$ cat src/rtl/bmp_pkg.sv
// Shared types and header constants for the BMP byte-stream writer.
// hdr_byte() yields one byte of the 54-byte BMP file + DIB header.
package bmp_pkg;

    typedef enum logic [2:0] {
        IDLE,
        HEADER,
        PIXELS,
        PAD,
        DONE
    } state_t;

    localparam int BMP_HDR_LEN = 54;
    localparam int BMP_DIB_LEN = 40;
    localparam int BMP_BPP     = 24;

    function automatic logic [7:0] le_byte(input logic [31:0] value, input logic [1:0] lane);
        return value[8*lane +: 8];
    endfunction

    function automatic logic [7:0] hdr_byte(
        input logic [5:0]  idx,
        input int unsigned width,
        input int unsigned height
    );
        int unsigned row_bytes;
        int unsigned pad_bytes;
        int unsigned img_size;
        int unsigned file_size;
        logic [7:0]  b;
        row_bytes = 3 * width;
        pad_bytes = (4 - row_bytes % 4) % 4;
        img_size  = (row_bytes + pad_bytes) * height;
        file_size = img_size + BMP_HDR_LEN;
        b = 8'h00;
        case (idx) inside
            6'd0:            b = 8'h42;
            6'd1:            b = 8'h4D;
            [6'd2:6'd5]:     b = le_byte(file_size, 2'(idx - 6'd2));
            [6'd10:6'd13]:   b = le_byte(32'(BMP_HDR_LEN), 2'(idx - 6'd10));
            [6'd14:6'd17]:   b = le_byte(32'(BMP_DIB_LEN), 2'(idx - 6'd14));
            [6'd18:6'd21]:   b = le_byte(width, 2'(idx - 6'd18));
            [6'd22:6'd25]:   b = le_byte(height, 2'(idx - 6'd22));
            [6'd26:6'd27]:   b = le_byte(32'd1, 2'(idx - 6'd26));
            [6'd28:6'd29]:   b = le_byte(32'(BMP_BPP), 2'(idx - 6'd28));
            [6'd34:6'd37]:   b = le_byte(img_size, 2'(idx - 6'd34));
            default:         b = 8'h00;
        endcase
        return b;
    endfunction

endpackage

$ cat src/rtl/bmp_stream_writer_if.sv
// Pixel-in / byte-out handshake bundle for bmp_stream_writer.
// slave is the writer itself; master is the upstream/downstream environment.
interface bmp_stream_writer_if;
    logic       start;
    logic       in_valid;
    logic       in_ready;
    logic [7:0] red;
    logic [7:0] green;
    logic [7:0] blue;
    logic       out_valid;
    logic       out_ready;
    logic [7:0] out_byte;
    logic       out_last;
    logic       frame_done;

    modport master (
        output start, in_valid, red, green, blue, out_ready,
        input  in_ready, out_valid, out_byte, out_last, frame_done
    );

    modport slave (
        input  start, in_valid, red, green, blue, out_ready,
        output in_ready, out_valid, out_byte, out_last, frame_done
    );
endinterface

$ cat src/rtl/bmp_header_rom.sv
// Combinational lookup of the BMP header byte selected by idx.
// The table is folded to constants at elaboration from WIDTH/HEIGHT.
module bmp_header_rom
    import bmp_pkg::*;
#(
    parameter int unsigned WIDTH  = 855,
    parameter int unsigned HEIGHT = 768
) (
    input  logic [5:0] idx,
    output logic [7:0] data
);

    logic [7:0] rom [64];

    for (genvar gi = 0; gi < 64; gi++) begin : g_rom
        assign rom[gi] = hdr_byte(6'(gi), WIDTH, HEIGHT);
    end

    assign data = rom[idx];

endmodule

$ cat src/rtl/bmp_stream_writer.sv
// Serialises an RGB pixel stream into a 24-bit BMP byte stream (BGR, rows padded to 4 bytes).
// Define BMP_HEADER_EN to prepend the 54-byte header; otherwise raw padded pixel data is emitted.
module bmp_stream_writer
    import bmp_pkg::*;
#(
    parameter int unsigned WIDTH  = 855,
    parameter int unsigned HEIGHT = 768
) (
    input logic                 clk,
    input logic                 reset,
    bmp_stream_writer_if.slave  bus
);

    localparam int unsigned ROW_BYTES = 3 * WIDTH;
    localparam int unsigned PAD_BYTES = (4 - ROW_BYTES % 4) % 4;
    localparam logic        HAS_PAD   = (PAD_BYTES != 0);
    localparam logic [1:0]  PAD_N     = 2'(PAD_BYTES);
    localparam logic [1:0]  PAD_LAST  = 2'(PAD_BYTES - 1);
    localparam logic [10:0] COL_LAST  = 11'(WIDTH - 1);
    localparam logic [9:0]  ROW_LAST  = 10'(HEIGHT - 1);

    state_t      state_reg, state_next;
    logic [10:0] col_reg, col_next;
    logic [9:0]  row_reg, row_next;
    logic [1:0]  phase_reg, phase_next;
    logic [1:0]  pad_reg, pad_next;
    logic [23:0] pix_reg, pix_next;
    logic        pix_full_reg, pix_full_next;
    logic [7:0]  out_byte_reg, out_byte_next;
    logic        out_valid_reg, out_valid_next;
    logic        out_last_reg, out_last_next;
    logic        frame_done_reg, frame_done_next;

    logic xfer, out_free, last_col, last_row, red_xfer, in_ready, pix_take;

`ifdef BMP_HEADER_EN
    localparam state_t START_STATE = HEADER;
    logic [5:0] hdr_idx_reg, hdr_idx_next;
    logic [7:0] hdr_data;

    bmp_header_rom #(.WIDTH(WIDTH), .HEIGHT(HEIGHT)) u_header_rom (
        .idx  (hdr_idx_reg),
        .data (hdr_data)
    );
`else
    localparam state_t START_STATE = PIXELS;
`endif

    assign xfer     = out_valid_reg && bus.out_ready;
    assign out_free = !out_valid_reg || bus.out_ready;
    assign last_col = (col_reg == COL_LAST);
    assign last_row = (row_reg == ROW_LAST);
    // phase 3 means the red byte sits in the output register; the pixel slot frees when it leaves
    assign red_xfer = (state_reg == PIXELS) && pix_full_reg && (phase_reg == 2'd3) && xfer;
    assign in_ready = (state_reg == PIXELS) &&
                      (!pix_full_reg || (red_xfer && !(last_col && last_row)));
    assign pix_take = bus.in_valid && in_ready;

    always_comb begin
        state_next      = state_reg;
        col_next        = col_reg;
        row_next        = row_reg;
        phase_next      = phase_reg;
        pad_next        = pad_reg;
        pix_next        = pix_reg;
        pix_full_next   = pix_full_reg;
        out_byte_next   = out_byte_reg;
        out_valid_next  = out_valid_reg;
        out_last_next   = out_last_reg;
        frame_done_next = frame_done_reg;
`ifdef BMP_HEADER_EN
        hdr_idx_next    = hdr_idx_reg;
`endif

        if (xfer) begin
            out_valid_next = 1'b0;
            out_last_next  = 1'b0;
        end
        if (pix_take) begin
            pix_next      = {bus.red, bus.green, bus.blue};
            pix_full_next = 1'b1;
        end

        case (state_reg)
            IDLE, DONE: begin
                if (bus.start) begin
                    state_next      = START_STATE;
                    frame_done_next = 1'b0;
                    col_next        = '0;
                    row_next        = '0;
                    phase_next      = '0;
                    pad_next        = '0;
                    pix_full_next   = 1'b0;
`ifdef BMP_HEADER_EN
                    hdr_idx_next    = '0;
`endif
                end
            end
`ifdef BMP_HEADER_EN
            HEADER: begin
                if (hdr_idx_reg != 6'(BMP_HDR_LEN)) begin
                    if (out_free) begin
                        out_byte_next  = hdr_data;
                        out_valid_next = 1'b1;
                        hdr_idx_next   = hdr_idx_reg + 6'd1;
                    end
                end else if (xfer) begin
                    state_next = PIXELS;
                end
            end
`endif
            PIXELS: begin
                if (red_xfer) begin
                    phase_next    = 2'd0;
                    pix_full_next = pix_take;
                    if (!last_col) begin
                        col_next = col_reg + 11'd1;
                    end else begin
                        col_next = '0;
                        if (HAS_PAD) begin
                            state_next = PAD;
                            pad_next   = '0;
                        end else if (last_row) begin
                            state_next      = DONE;
                            frame_done_next = 1'b1;
                        end else begin
                            row_next = row_reg + 10'd1;
                        end
                    end
                    // Bypass the fresh pixel's blue byte straight out to keep one pixel per 3 cycles
                    if (pix_take && (!last_col || !HAS_PAD)) begin
                        out_byte_next  = bus.blue;
                        out_valid_next = 1'b1;
                        phase_next     = 2'd1;
                    end
                end else if (pix_full_reg && (phase_reg != 2'd3) && out_free) begin
                    case (phase_reg)
                        2'd0:    out_byte_next = pix_reg[7:0];
                        2'd1:    out_byte_next = pix_reg[15:8];
                        default: out_byte_next = pix_reg[23:16];
                    endcase
                    out_valid_next = 1'b1;
                    out_last_next  = (phase_reg == 2'd2) && !HAS_PAD && last_col && last_row;
                    phase_next     = phase_reg + 2'd1;
                end
            end
            PAD: begin
                if (pad_reg != PAD_N) begin
                    if (out_free) begin
                        out_byte_next  = 8'h00;
                        out_valid_next = 1'b1;
                        out_last_next  = last_row && (pad_reg == PAD_LAST);
                        pad_next       = pad_reg + 2'd1;
                    end
                end else if (xfer) begin
                    pad_next = '0;
                    if (last_row) begin
                        state_next      = DONE;
                        frame_done_next = 1'b1;
                    end else begin
                        row_next   = row_reg + 10'd1;
                        state_next = PIXELS;
                    end
                end
            end
            default: state_next = IDLE;
        endcase
    end

    always_ff @(posedge clk or posedge reset) begin
        if (reset) begin
            state_reg      <= IDLE;
            col_reg        <= '0;
            row_reg        <= '0;
            phase_reg      <= '0;
            pad_reg        <= '0;
            pix_reg        <= '0;
            pix_full_reg   <= 1'b0;
            out_byte_reg   <= '0;
            out_valid_reg  <= 1'b0;
            out_last_reg   <= 1'b0;
            frame_done_reg <= 1'b0;
`ifdef BMP_HEADER_EN
            hdr_idx_reg    <= '0;
`endif
        end else begin
            state_reg      <= state_next;
            col_reg        <= col_next;
            row_reg        <= row_next;
            phase_reg      <= phase_next;
            pad_reg        <= pad_next;
            pix_reg        <= pix_next;
            pix_full_reg   <= pix_full_next;
            out_byte_reg   <= out_byte_next;
            out_valid_reg  <= out_valid_next;
            out_last_reg   <= out_last_next;
            frame_done_reg <= frame_done_next;
`ifdef BMP_HEADER_EN
            hdr_idx_reg    <= hdr_idx_next;
`endif
        end
    end

    assign bus.in_ready   = in_ready;
    assign bus.out_valid  = out_valid_reg;
    assign bus.out_byte   = out_byte_reg;
    assign bus.out_last   = out_last_reg;
    assign bus.frame_done = frame_done_reg;

endmodule

$ cat src/flat_wrapper.sv
// flat-port wrapper written by rule: the top's interface ports become plain ports
module bmp_stream_writer_flat import bmp_pkg::*;
#(
    parameter int unsigned WIDTH  = 855,
    parameter int unsigned HEIGHT = 768
)
  (clk, reset, bus_start, bus_in_valid, bus_red, bus_green, bus_blue, bus_out_ready, bus_in_ready, bus_out_valid, bus_out_byte, bus_out_last, bus_frame_done);
  bmp_stream_writer_if bus_i ();
  input logic clk;
  input logic reset;
  input wire logic [$bits(bus_i.start)-1:0] bus_start;
  input wire logic [$bits(bus_i.in_valid)-1:0] bus_in_valid;
  input wire logic [$bits(bus_i.red)-1:0] bus_red;
  input wire logic [$bits(bus_i.green)-1:0] bus_green;
  input wire logic [$bits(bus_i.blue)-1:0] bus_blue;
  input wire logic [$bits(bus_i.out_ready)-1:0] bus_out_ready;
  output wire logic [$bits(bus_i.in_ready)-1:0] bus_in_ready;
  output wire logic [$bits(bus_i.out_valid)-1:0] bus_out_valid;
  output wire logic [$bits(bus_i.out_byte)-1:0] bus_out_byte;
  output wire logic [$bits(bus_i.out_last)-1:0] bus_out_last;
  output wire logic [$bits(bus_i.frame_done)-1:0] bus_frame_done;
  assign bus_i.start = bus_start;
  assign bus_i.in_valid = bus_in_valid;
  assign bus_i.red = bus_red;
  assign bus_i.green = bus_green;
  assign bus_i.blue = bus_blue;
  assign bus_i.out_ready = bus_out_ready;
  assign bus_in_ready = bus_i.in_ready;
  assign bus_out_valid = bus_i.out_valid;
  assign bus_out_byte = bus_i.out_byte;
  assign bus_out_last = bus_i.out_last;
  assign bus_frame_done = bus_i.frame_done;
  bmp_stream_writer #(.WIDTH(WIDTH), .HEIGHT(HEIGHT)) u_core (.clk(clk), .reset(reset), .bus(bus_i));
endmodule
$ cat config.mk
export PLATFORM = sky130hd
export DESIGN_NAME = bmp_stream_writer_flat
export DESIGN_NICKNAME = d
export VERILOG_FILES = /design/src/rtl/bmp_pkg.sv /design/src/rtl/bmp_stream_writer_if.sv /design/src/rtl/bmp_header_rom.sv /design/src/rtl/bmp_stream_writer.sv /design/src/flat_wrapper.sv
export SDC_FILE = /design/constraint.sdc
export NUM_CORES = 1
export LEC_CHECK = 0
export ABC_CLOCK_PERIOD_IN_PS = 1920
export CAP_MARGIN = 40
export CELL_PAD_IN_SITES_DETAIL_PLACEMENT = 1
export CELL_PAD_IN_SITES_GLOBAL_PLACEMENT = 2
export CORE_UTILIZATION = 34
export CTS_BUF_LIST = sky130_fd_sc_hd__clkbuf_2
export DETAILED_ROUTE_END_ITERATION = 10
export GPL_ROUTABILITY_DRIVEN = 0
export PLACE_DENSITY_LB_ADDON = 0.1
export SLEW_MARGIN = 20
export SYNTH_ARGS = -nofsm -noshare
export SYNTH_HDL_FRONTEND = slang
export SYNTH_SLANG_ARGS = --single-unit
$ cat constraint.sdc
create_clock -name clk -period 1.92 [get_ports clk]
set_clock_uncertainty 0.05 [all_clocks]
set_input_delay 0.192 -clock clk [delete_from_list [all_inputs] [get_ports clk]]
set_output_delay 0.192 -clock clk [all_outputs]
set_load 0.03 [all_outputs]
---- After elaboration in Yosys (flattened, before gate mapping) ----
Index checks and enable logic that the tools add are counted.
cells by class
  $add $sub $neg .......................... 4
  multiply operators ...................... 0
  div/mod/pow operators ................... 0
  magnitude comparators ................... 0
  equality and inequality tests ........... 23
  shift operators ......................... 0
  mux-type cells .......................... 56
  bitwise operators ....................... 0
  reduce and logical (&&, ||, !) cells .... 32
operators by type and width
  cell                                                    number
  two-way mux 10 bit                                      4
  two-way mux 8 bit                                       5
  two-way mux 11 bit                                      3
  one-hot mux 8 bit (2 select lines)                      2
  one-hot mux 11 bit (2 select lines)                     1
  one-hot mux 10 bit (2 select lines)                     1
  AND reduction 5 bit                                     4
  two-way mux 1 bit                                       19
  two-way mux 3 bit                                       6
  two-way mux 2 bit                                       8
  logical AND 1 bit                                       12
  inequality test 2 x 1 -> 1 bit (second input constant)  6
  adder 11 x 1 -> 11 bit (second input constant)          1
  == test 11 x 10 -> 1 bit (second input constant)        1
  adder 10 x 1 -> 10 bit (second input constant)          1
  == test 10 bit (second input constant)                  1
  inequality test 2 bit (second input constant)           5
  one-hot mux 3 bit (3 select lines)                      1
  one-hot mux 1 bit (2 select lines)                      4
  == test 3 x 2 -> 1 bit (second input constant)          2
  inequality test 3 x 2 -> 1 bit (second input constant)  2
  one-hot mux 2 bit (3 select lines)                      1
  AND reduction 3 bit                                     2
  AND reduction 6 bit                                     1
  14 further kinds                                        22
word-level totals
  flip-flop bits (word level) ............. 64
  latch bits .............................. 0
  memory bits (writable) .................. 0
  memory bits (read-only) ................. 0
  input port bits ......................... 29
  output and inout bits ................... 12
  logic and storage cells ................. 126
  memories kept ........................... 0

---- Depth between registers and ports, before layout ----
Gate-level depths: netlist of run 1.
  depth in word-level cells ............... 12
  depth in mapped cells ................... 8
  gate-level depth less buffers ........... 7

---- Worst setup path after synthesis of run 1 ----
No wires, ideal clock.
  path type ............................... flip-flop to flip-flop
  start point ............................. reg u_core.col_reg[0]
  end point ............................... reg u_core.out_byte_reg[1] (netlist: u_core.bus.out_byte[1])
  setup time .............................. 0.125 ns
  data arrival time ....................... 1.783 ns
  required time ........................... 1.745 ns
  slack ................................... -0.038 ns
  stages on the path, launching flop included .. 8
  buffers on the path ..................... 0
  clock period less this slack ............ 1.958 ns
  path through ............................ dfrtp_1 > inv_1 > ha_1 > nand4bb_1 > nor3_4 > nor3_2 > a211oi_4 > mux2_2
between the ends
  cells in the longest elaborated chain, start to end .. 10
  elaborated cells on any way between the ends .. 11
  those cells by class .................... 2 x eq/ne; 9 x reduce/logical
ends and longest elaborated chain
  element                              line                      text
  start: declaration                   bmp_stream_writer.sv:23   logic [10:0] col_reg, col_next;
  start signal: assignment             bmp_stream_writer.sv:188  col_reg <= col_next;
  == test 11 x 10 -> 1 bit (*)         bmp_stream_writer.sv:51   assign last_col = (col_reg == COL_LAST);
  logical AND 1 bit                    bmp_stream_writer.sv:56   (!pix_full_reg || (red_xfer && !(last_col && last_row)));
  zero test 1 bit                      bmp_stream_writer.sv:56
  logical AND 1 bit                    bmp_stream_writer.sv:56
  logical OR 1 bit                     bmp_stream_writer.sv:56
  logical AND 1 bit                    bmp_stream_writer.sv:55   assign in_ready = (state_reg == PIXELS) &&
  logical AND 1 bit                    bmp_stream_writer.sv:57   assign pix_take = bus.in_valid && in_ready;
  logical AND 1 bit (*)                bmp_stream_writer.sv:131  if (pix_take && (!last_col || !HAS_PAD)) begin
  inequality test 3 bit (no line) (*)  --
  AND reduction 5 bit (no line) (*)    --
  end signal: assignment               bmp_stream_writer.sv:194  out_byte_reg <= out_byte_next;
  end: declaration                     bmp_stream_writer.sv:29   logic [7:0] out_byte_reg, out_byte_next;
Every way passes the cells marked *; elsewhere a longest branch is shown, timed or not.
A chain may end at the register's enable or synchronous reset.

---- Final worst setup path of run 1 ----
  start point ............................. reg u_core.col_reg[7]
  end point ............................... out bus_in_ready
between the ends
  cells in the longest elaborated chain, start to end .. 6
ends and longest elaborated chain
  element                   line                     text
  == test 11 x 10 -> 1 bit  bmp_stream_writer.sv:51
  logical AND 1 bit         bmp_stream_writer.sv:56
  zero test 1 bit           bmp_stream_writer.sv:56
  logical AND 1 bit         bmp_stream_writer.sv:56
  logical OR 1 bit          bmp_stream_writer.sv:56
  logical AND 1 bit         bmp_stream_writer.sv:55
  end: declaration          flat_wrapper.sv:17       output wire logic [$bits(bus_i.in_ready)-1:0] bus_in_ready;
Every way passes these cells.

==> run_results.csv, run 1 <==
group,metric,value,unit
drt,drt-pass1-iter-count,4,
final_layout,synthToLayoutAreaGrowth,47.4,%
synthesis,synth_area_leaders,"dfrtp_1 48%, mux2_2 11%, nand2_1 4.5%, o21ai_0 3.6%, ha_1 3.0%",
grt,grt_max_degree,65,
outcome,violations,"negative setup slack",
grt,grt_pass1_vias,3160,
timing,setup_viol,46,
drt,ant_nets,0,
drt,vias,2947,
power,switching_share,38.3,%
synthesis,synthFlopType,"dfrtp_1",
synthesis,ys_seq_elements,64,
critical_path,cp_max_fo,2,
synthesis,syn_inst,323,
final_layout,fillers,1067,
synthesis,synth_edf_count,0,
floorplanning,die_y,101,µm
timing,min_period_over_period,114,%
critical_path,worstSetupEndpointType,"output pin",
clock_network,cts_sinks,64,
synthesis,syn_area,0.00335,mm²
final_layout,regArea,0.00160,mm²
timing,worst_slew_pin_slew,0.671,ns
grt,antenna_found_initial,0,
synthesis,synth_top_family_by_area,"simple AND/OR/NAND/NOR gates",
synthesis,synthArstFlopShare,100,%
final_layout,antennaDiodeCount,0,
critical_path,worst_r2r_path_depth,13,
clock_network,htree_levels,3,
clock_network,clockRootBuffer,"clkbuf_2",
final_layout,drive_gt1_share,35.6,%
final_layout,design_area,0.00493,mm²
place,dp_slack,-0.156,ns
timing,post-route-min-period,2.20,ns
floorplanning,die_width,101,µm
floorplanning,core,0.00937,mm²
synthesis,synthMuxAreaShare,12.0,%
timing,fmax,0.455,GHz
critical_path,cp-start-kind,"flop",
clock_network,clkSlewWorstSetupHoldPaths,0.20,ns
power,power_frac_comb,53.0,%
clock_network,cts_tree,"built",
final_layout,nNetsFinal,480,
outcome,outcome,"complete, but fails checks",
drt,totalWireLength,10100,µm
critical_path,cp_data_arrival_time,1.96,ns
clock_network,cts_buffer_depth,2,
drt,post_drt_wl_per_cell,17.6,µm
clock_network,cts_buffers,9,
final_layout,final_cell_mix,"67 x buf_4, 62 x dfrtp_1, 37 x nand2_1, 37 x clkdlybuf4s50_1, 32 x mux2_4",
hold_path,holdPathStages,2,
power,power_frac_seq,35.5,%
power,switchingPower,2.28,mW
timing,setup_ws,-0.278,ns
floorplanning,die_area,0.0102,mm²
place,io_buffers,40,
power,ir_worst_vdd,0.528,mV
final_layout,largest_reg_flops,24,
synthesis,synth_top_area_share,47.9,%
critical_path,crit_required,1.68,ns
run,cap_violations,0,
grt,track_usage,21.3,%
power,p_clk_share,11.5,%
hold_path,holdCritPathClass,"in2reg",
timing,hold_viol_final,0,
synthesis,synth_compound_area_share,14.0,%
power,internal_power,3.68,mW
place,place_area,0.00432,mm²
power,power_density,1210,mW/mm²
final_layout,final_common_cell,"buf_4",
timing,rsz0062_at_grt,"yes",
drt,drc,0,
place,dp_hpwl,6550,µm
final_layout,multi_input_area,0.00192,mm²
drt,drt_iter0_drc,92,
synthesis,yosysWarningCount,0,
critical_path,path_class,"reg2out",
floorplanning,ios,41,
synthesis,syn_nets,360,
power,p_leak,2.30,nW
clock_network,worstSkewPairLatency,0.52,ns
synthesis,synth_fa_ha_area_share,2.99,%
drt,via_per_inst,5.12,
synthesis,synth_xor_area_share,2.62,%
floorplanning,start_util,35.7,%
synthesis,yosysUniqueCellTypes,50,
timing,drv_slew,0,
synthesis,synth_simple_gate_area_share,17.9,%
timing,relSlewSlack,55.1,%
grt,grt-ovfl-total,0,
synthesis,synth.avg_cell_area,10.4,µm²
synthesis,synth_top_area_cell,"dfrtp_1",
grt,grt_pass1_wl,16400,µm
floorplanning,num_rows,35,
synthesis,yosysSeqAreaShare,47.9,%
[final timing paths]
path	from	endpoint	slack (ns)
worst max-delay path	u_core.col_reg[7]$_DFFE_PP0P_	bus_in_ready	-0.28
worst min-delay path	bus_red[7]	u_core.pix_reg[23]$_DFFE_PP0P_	0.22
worst max register to register	u_core.col_reg[0]$_DFFE_PP0P_	u_core.col_reg[2]$_DFFE_PP0P_	-0.25
worst min register to register	u_core.bus.out_last$_DFF_PP0_	u_core.bus.out_last$_DFF_PP0_	0.46
max in group asynchronous	reset	u_core.state_reg[1]$_DFFE_PP0P_	0.97
min in group asynchronous	reset	u_core.col_reg[6]$_DFFE_PP0P_	0.54
[what timing repair did]
item	4_1_cts	5_1_grt
cloned	2	1
buffers inserted	14	6
pin swaps	10	5
resized for setup	55	22
hold buffers	1	0
hold endpoints to repair	32	0
endpoints found under the setup margin	38	60
[routing by layer]
metal | track usage, % | vias to the layer above | part of all wire [%]
met5 | 0 | - | 0
met4 | 7.92 | 0 | 1.7
met3 | 3.31 | 14 | 2.3
met2 | 34.9 | 46 | 48
met1 | 28.5 | 1490 | 48
li1 | - | 1397 | -
[power by group through the flow]
| stage | logic (mW) | clock network [mW] | registers [mW] |
|---|---|---|---|
| after floorplan | 1.47 | 0 | 2.12 |
| after global placement | 2.51 | 0 | 2.07 |
| after detailed placement | 2.56 | 0 | 2.11 |
| after CTS | 3.04 | 0.695 | 2.10 |
| after global routing | 3.44 | 0.773 | 2.17 |
| final | 3.16 | 0.686 | 2.12 |
[Yosys cell counts (2+ instances only)]
cell,n
o31ai_1,7
a21o_1,2
nand2b_1,3
ha_1,8
nand4bb_1,2
o2bb2ai_1,8
nand3_1,10
dfrtp_1,64
o21ai_0,24
clkbuf_1,5
mux2_2,32
a21oi_1,11
nor4_1,4
xnor2_1,7
a22oi_1,8
and3_1,7
nand2_1,40
nor3_2,2
a22o_1,2
nor2_1,22
buf_2,2
buf_4,2
inv_1,10
mux2i_1,3
nand4_1,3
nor2b_1,4
xor2_1,3
nor3_1,5
buf_1,2
[kinds of logic after synthesis]
logic type,count (synthesis)
and+or+nand+nor,114
AOI/OAI and AO/OA,70
DFF,64
muxes,36
buffers and inverters,21
xor gates and xnor gates,10
adders and majority gates,8
[per-stage QoR]
| stage | utilization (%) | total power, mW | hold WS [ns] | cells | TNS (ns) |
|---|---|---|---|---|---|
| global route | 52.6 | 6.38 | 0.191 | 576 | -10.24 |
| global placement | 46.1 | 4.58 | 0.415 | 538 | -1.80 |
| finish | 52.6 | 5.96 | 0.222 | 576 | -6.93 |
| floorplan | - | 3.58 | 0.292 | 323 | 0 |
| detailed placement | 46.1 | 4.67 | 0.425 | 538 | -3.53 |
| CTS | 51.2 | 5.83 | 0.204 | 570 | -11.10 |
[area by class of cell]
type / count / area share, %
multi-input cells: 238 / 39.0
flip-flops and latches: 64 / 32.5
repair buffers: 120 / 23.0
well taps: 129 / 3.27
clock buffers: 10 / 1.01
inverters: 10 / 0.761
clock inverters: 5 / 0.507
[critical path, cell delays in order (launching register included)]
cell and delay [ns]:
dfrtp_1 0.43, nand4bb_2 0.31, nor3_4 0.27, buf_6 0.14, nand2_2 0.04, nand2_2 0.06
a21oi_2 0.05, buf_6 0.14
Power figures use the tool's default switching activity.
==> inputs of run 2 (changes only) <==
--- a/config.mk
+++ b/config.mk
@@ -12,7 +12,7 @@
 export CORE_UTILIZATION = 34
 export CTS_BUF_LIST = sky130_fd_sc_hd__clkbuf_2
 export DETAILED_ROUTE_END_ITERATION = 10
-export GPL_ROUTABILITY_DRIVEN = 0
+export HOLD_SLACK_MARGIN = 0.1
 export PLACE_DENSITY_LB_ADDON = 0.1
 export SLEW_MARGIN = 20
 export SYNTH_ARGS = -nofsm -noshare
==> results of run 2 <==
No change in the layout: final DEF, timing and power equal those of run 1.
